$ cat src/rtl/delay_chain_pkg.sv
// Shared defaults for the register delay line used on the memory and read-data pipes.
package delay_chain_pkg;

  localparam int DEF_WORD_WDT    = 8;
  localparam int DEF_DEL_CYC_LEN = 1;

endpackage

$ cat src/rtl/delay_chain.sv
// Clock-enabled register delay line for a data word plus side-band valid flag.
// A zero-length configuration is a plain combinational pass-through.
module delay_chain
  import delay_chain_pkg::*;
#(
  parameter int IN_WORD_WDT = DEF_WORD_WDT,
  parameter int DEL_CYC_LEN = DEF_DEL_CYC_LEN
) (
  input  logic                   clk,
  input  logic                   rst_n,
  input  logic                   clk_en,
  input  logic [IN_WORD_WDT-1:0] in_word,
  input  logic                   in_word_val,
  output logic [IN_WORD_WDT-1:0] in_word_del,
  output logic                   in_word_val_del
);

  if (IN_WORD_WDT < 1) begin : g_bad_wdt
    $fatal(1, "delay_chain: IN_WORD_WDT must be >= 1");
  end

  if (DEL_CYC_LEN < 0) begin : g_bad_len
    $fatal(1, "delay_chain: DEL_CYC_LEN must be >= 0");
  end

  if (DEL_CYC_LEN == 0) begin : g_pass
    logic unused_ctrl;
    assign unused_ctrl     = &{1'b0, clk, rst_n, clk_en};
    assign in_word_del     = in_word;
    assign in_word_val_del = in_word_val;
  end else begin : g_chain
    // Valid rides in the top bit of each stage so both paths shift in lockstep.
    logic [IN_WORD_WDT:0] stage_q [DEL_CYC_LEN];

    always_ff @(posedge clk or negedge rst_n) begin
      if (!rst_n) begin
        stage_q <= '{default: '0};
      end else if (clk_en) begin
        stage_q[0] <= {in_word_val, in_word};
        for (int unsigned k = 1; k < DEL_CYC_LEN; k++) begin
          stage_q[k] <= stage_q[k-1];
        end
      end
    end

    assign in_word_del     = stage_q[DEL_CYC_LEN-1][IN_WORD_WDT-1:0];
    assign in_word_val_del = stage_q[DEL_CYC_LEN-1][IN_WORD_WDT];
  end

endmodule

$ cat config.mk
export PLATFORM = sky130hd
export DESIGN_NAME = delay_chain
export DESIGN_NICKNAME = d
export VERILOG_FILES = /design/src/rtl/delay_chain_pkg.sv /design/src/rtl/delay_chain.sv
export SDC_FILE = /design/constraint.sdc
export NUM_CORES = 1
export LEC_CHECK = 0
export CELL_PAD_IN_SITES_DETAIL_PLACEMENT = 0
export CELL_PAD_IN_SITES_GLOBAL_PLACEMENT = 2
export CORE_MARGIN = 3
export CORE_UTILIZATION = 24
export DETAILED_ROUTE_END_ITERATION = 16
export PLACE_DENSITY = 0.85
export SLEW_MARGIN = 5
export SYNTH_ARGS = -nofsm -noshare
export SYNTH_HDL_FRONTEND = slang
export SYNTH_SLANG_ARGS = --single-unit
$ cat constraint.sdc
create_clock -name clk -period 1.87 [get_ports clk]
set_input_delay 0.187 -clock clk [delete_from_list [all_inputs] [get_ports clk]]
set_output_delay 0.187 -clock clk [all_outputs]
set_load 0.01 [all_outputs]
==> impl_metrics.toml, run 1 <==
[outcome]
status = "finished, final reports clean"

[synth]
synth-seq-area-share_pct = 60.61
synthCells = 19
ys_types = 3
synth_top_area_cell = "dfrtp_1"
synth_top_area_share_pct = 60.61
yosysWarnings = 0
synthAdderAreaFrac_pct = 0
yosys.area_share.xor_xnor_pct = 0
synth_compound_area_share_pct = 0
synth-simple-area-share_pct = 0
synth_area_leaders = "dfrtp_1 (61%), mux2_4 (36%), buf_6 (3.0%)"
synth_fp_nets = 31
syn_area_um2 = 371.6
postSynthAreaPerCell_um2 = 19.56
ys_seq_elements = 9
synth_top_family_by_area = "multiplexers"
synth.area.mux_share_pct = 36.36

[worst_setup_path]
r2r_start = "g_chain.stage_q[7]$_DFFE_PN0P_"
worstPathArrival_ps = 1140
setup.worst_path.start = "g_chain.stage_q[7]$_DFFE_PN0P_"
critPathSlowestCell = "clkdlybuf4s50_1"
end_kind = "output pin"
worstSetupStartpointType = "register"
path_cells = "clkdlybuf4s50_1"
max_stage_delay_ps = 540
crit_buf_inv = 1
critPathKind = "register to output pin"
path_delay_family = "buffers and inverters"
required_ps = 1680
cp_max_fo = 2

[global_route]
grt_max_degree = 10
overflow = 0
grt_pass1_vias = 262
track_usage_pct = 8.689
grt_pass1_wl_um = 1214
antenna_found_initial = 0

[clock_tree]
ctsResizeCount = 0
cts_made_buffers = 3
cts_hold_buf = 0
root_buffer = "clkbuf_4"
cts.sinks = 9
clkTransAtPathRegs_ps = 60
clockBufferDepth = 2
cts_tree = "yes"
cts_htree_levels = 1
clock_latency_ps = 250
post-cts-setup-buffer-count = 0

[finish]
drive_gt1_share_pct = 30.23
area_delta_synth_final_pct = 64.98
final_cell_count_no_fill = 58
diodes = 0
ff_latch_area_um2 = 225.2
multiInputGateArea_um2 = 135.1
reg.largest.list = "g_chain.stage_q (9)"
nets = 56
fill_cells = 112
top_register = "g_chain.stage_q"
final_cell_mix = "clkdlybuf4s50_1 (20), mux2_4 (9), dfrtp_1 (9), clkbuf_4 (3)"
largest_reg_flops = 9
layout_commonest_cell = "clkdlybuf4s50_1"

[power_and_ir_drop]
p_comb_share_pct = 23.9
power_frac_seq_pct = 46.4
p_sw_share_pct = 21.85
switchingPower_uw = 105.8
power_density_mw_per_mm2 = 789.8
p_int_uw = 378.4
power.total_uw = 484.2
peakVddDrop_mv = 0.3490
pwr-share-clk_pct = 29.7
p_leak_nw = 0.2771

[floorplan]
die_x_um = 45.35
die_y_um = 45.35
fp-row-count = 13
ioPinCount = 21
core_area_mm2 = 0.001383
start_util_pct = 26.88
die_area_mm2 = 0.002057

[timing]
drv_slew = 0
max_freq_mhz = 751.4
slew_headroom_pct = 72.37
fin_crit_ps = 1331
rsz0062_at_grt = "no"
worstMarginPinSlew_ps = 413.2
fin_crit_sh_pct = 71.17
hold_viol = 0
fin_setup_tns_ps = 0
setup_viol = 0
fin_skew_ps = 0
timing.final.ws_setup_ps = 539.2

[route]
drtIter0Drc = 2
ant_nets = 0
drt-wirelength-per-cell_um = 12.64
routed_wl_um = 733
via_per_inst = 4.121
drt_first_pass_iters = 4
vias = 239
drc = 0

[placed_design]
numPortBuffers = 20
post-place-ws_ps = 373.5
dp_hpwl_um = 570.7
place_inst = 54
finalWeightedCongestion = 0.6106

[job]
drv_cap = 0

[worst_hold_path]
hp-class = "primary input to asynchronous set/reset pin"
## stage by stage
stage / hold slack (ps) / util, % / instance area (um2)
3_3_place_gp: 495.5 / 42.44 / 586.8
4_1_cts: 230.4 / 44.34 / 613.1
6_report: 232.7 / 44.34 / 613.1
3_5_place_dp: 493.0 / 42.44 / 586.8
5_1_grt: 255.6 / 44.34 / 613.1
2_1_floorplan: -108.6 / - / 371.6
## cell usage after synthesis
cell and count:
dfrtp_1 9, buf_6 1, mux2_4 9
## worst paths after layout
| path | to | slack, ps | depth (start not counted) |
|---|---|---|---|
| worst min-delay path | g_chain.stage_q[3]$_DFFE_PN0P_ | 230 | 1 |
| worst max-delay path | in_word_del[7] | 540 | 1 |
| min in group clk | g_chain.stage_q[2]$_DFFE_PN0P_ | 510 | 1 |
| worst max register to register | g_chain.stage_q[7]$_DFFE_PN0P_ | 1110 | 1 |
| max in group asynchronous | g_chain.stage_q[7]$_DFFE_PN0P_ | 1350 | 1 |
| worst min register to register | g_chain.stage_q[2]$_DFFE_PN0P_ | 510 | 1 |
## power groups by stage
| stage | clock network [mW] | logic (mW) | registers, mW |
|---|---|---|---|
| after floorplan | 0 | 0.0380 | 0.237 |
| after global placement | 0 | 0.116 | 0.228 |
| after detailed placement | 0 | 0.117 | 0.228 |
| after CTS | 0.154 | 0.118 | 0.225 |
| after global routing | 0.163 | 0.122 | 0.227 |
| final | 0.144 | 0.116 | 0.225 |
## final cells by class
cell class / count / area share (%)
flip-flops and latches: 9 / 36.73
repair buffers: 21 / 33.88
multi-input cells: 9 / 22.04
clock buffers: 4 / 4.286
well taps: 15 / 3.061
## routing by layer
layer  up-vias  global-route usage, %  wire, um
met2         5                  12.71       392
li1        115                      -         -
met1       119                  10.51       308
met3         0                  2.390        32
met5         -                      0         0
met4         0                  7.018         0
## kinds of logic (layout without fill, tap and decap cells)
family	count (synthesis)	after routing
flip-flops	9	9
buffers and inverters	1	25
multiplexers	9	9
(Power assumes the default switching activity.)
==> run 2, diff against run 1 <==
--- a/config.mk
+++ b/config.mk
@@ -8,9 +8,9 @@
 export CELL_PAD_IN_SITES_DETAIL_PLACEMENT = 0
 export CELL_PAD_IN_SITES_GLOBAL_PLACEMENT = 2
 export CORE_MARGIN = 3
-export CORE_UTILIZATION = 24
+export CORE_UTILIZATION = 20
 export DETAILED_ROUTE_END_ITERATION = 16
-export PLACE_DENSITY = 0.85
+export PLACE_DENSITY = 0.76
 export SLEW_MARGIN = 5
 export SYNTH_ARGS = -nofsm -noshare
 export SYNTH_HDL_FRONTEND = slang
==> constraint.sdc (replaced) <==
create_clock -name clk -period 1.2 [get_ports clk]
set_input_delay 0.12 -clock clk [delete_from_list [all_inputs] [get_ports clk]]
set_output_delay 0.12 -clock clk [all_outputs]
set_load 0.01 [all_outputs]
==> impl_metrics.toml, run 2 (same netlist as run 1, synthesis figures left out) <==
[clock_tree]
clock_latency_ps = 250
cts_made_buffers = 3
cts_hold_buf = 0
clockBufferDepth = 2
cts_tree = "yes"
cts.sinks = 9
cts_htree_levels = 1
clkTransAtPathRegs_ps = 60
root_buffer = "clkbuf_4"

[finish]
ff_latch_area_um2 = 225.2
reg.largest.list = "g_chain.stage_q (9)"
nets = 56
area_delta_synth_final_pct = 68.35
layout_commonest_cell = "clkdlybuf4s50_1"
diodes = 0
multiInputGateArea_um2 = 135.1
largest_reg_flops = 9
fill_cells = 167
final_cell_mix = "clkdlybuf4s50_1 (11), mux2_4 (9), dfrtp_1 (9), dlygate4sd2_1 (9), clkbuf_4 (3)"
drive_gt1_share_pct = 30.23
final_area_um2 = 625.6
top_register = "g_chain.stage_q"
final_cell_count_no_fill = 67

[placed_design]
place_inst = 63
place_area_um2 = 610.6
post-place-ws_ps = -10.83
dp_hpwl_um = 644.9
numPortBuffers = 20
finalWeightedCongestion = 0.5975

[power_and_ir_drop]
power_density_mw_per_mm2 = 1191
peakVddDrop_mv = 0.3684
p_sw_share_pct = 23.19
pwr-share-clk_pct = 31.0
p_int_uw = 572.5
power_frac_seq_pct = 46.9
power.total_uw = 745.3
p_leak_nw = 0.2943
p_comb_share_pct = 22.1
switchingPower_uw = 172.8

[timing]
rsz0062_at_grt = "no"
fin_crit_ps = 1050
fin_crit_sh_pct = 87.47
setup_viol = 0
slew_headroom_pct = 73.40
worstMarginPinSlew_ps = 397.7
fin_skew_ps = 0
max_freq_mhz = 952.8
hold_viol = 0
timing.final.ws_setup_ps = 150.4
drv_slew = 0

[global_route]
grt_pass1_vias = 245
antenna_found_initial = 0
overflow = 0
grt_pass1_wl_um = 1311
grt_max_degree = 10
track_usage_pct = 8.200

[floorplan]
core_area_mm2 = 0.001629
start_util_pct = 22.81
die_area_mm2 = 0.002411
ioPinCount = 21
die_y_um = 49.11
fp-row-count = 14
die_x_um = 49.11

[worst_setup_path]
worstSetupStartpointType = "register"
cp_max_fo = 2
r2r_start = "g_chain.stage_q[2]$_DFFE_PN0P_"
end_kind = "output pin"
worstPathArrival_ps = 930
path_delay_family = "flip-flops"
critPathSlowestCell = "dfrtp_1"
max_stage_delay_ps = 390
path_cells = "dlygate4sd2_1"
crit_buf_inv = 1
required_ps = 1080
setup.worst_path.start = "g_chain.stage_q[0]$_DFFE_PN0P_"
critPathKind = "register to output pin"

[job]
drv_cap = 0

[route]
routed_wl_um = 798
ant_nets = 0
vias = 237
drt-wirelength-per-cell_um = 11.91
via_per_inst = 3.537
drt_first_pass_iters = 1
drc = 0
drtIter0Drc = 0

[worst_hold_path]
hp-class = "primary input to asynchronous set/reset pin"

[outcome]
status = "finished, final reports clean"
-- run 2: power groups by stage --
stage | Clock, mW | Combinational [mW] | Sequential (mW)
after global routing | 0.264 | 0.175 | 0.354
final | 0.231 | 0.164 | 0.350
after detailed placement | 0 | 0.188 | 0.357
after global placement | 0 | 0.186 | 0.356
after floorplan | 0 | 0.0593 | 0.370
after CTS | 0.239 | 0.168 | 0.350
-- run 2: cell type report --
class,instances,share of cell area [%]
Clock buffer,4,4.200
Multi-Input combinational cell,9,21.60
Sequential cell,9,36.00
Tap cell,24,4.800
Timing Repair Buffer,21,33.40
-- run 2: timing repair --
action | in CTS | in global routing
buffers inserted | 0 | 0
endpoints found under the setup margin | 9 | 0
hold endpoints to repair | 0 | 0
gates resized for setup | 9 | 0
-- run 2: routing by layer --
layer  up-vias  routed length [um]  global-route usage (%)  part of all wire (%)
met5         -                   0                       0                     0
met2         8                 415                   11.16                    52
met4         0                  27                   11.37                   3.4
met1       113                 325                   8.255                    41
li1        114                   -                       -                     -
met3         2                  30                   3.058                   3.8
-- run 2: worst paths after layout --
path | cells after the start | slack [ps] | end
setup / recovery | 1 | 150 | in_word_del[0]
hold / removal | 1 | 150 | g_chain.stage_q[6]$_DFFE_PN0P_
setup reg to reg | 1 | 430 | g_chain.stage_q[2]$_DFFE_PN0P_
hold reg to reg | 1 | 500 | g_chain.stage_q[5]$_DFFE_PN0P_
max in group asynchronous | 1 | 770 | g_chain.stage_q[4]$_DFFE_PN0P_
min in group clk | 2 | 470 | g_chain.stage_q[4]$_DFFE_PN0P_
-- run 2: per-stage QoR --
step                setup TNS, ps  hold WS, ps  utilization [%]
CTS                             0        159.6            38.40
finish                          0        154.7            38.40
global placement                0        431.4            37.48
detailed placement         -16.58        440.2            37.48
floorplan                       0       -175.6                -
global route                    0        159.6            38.40
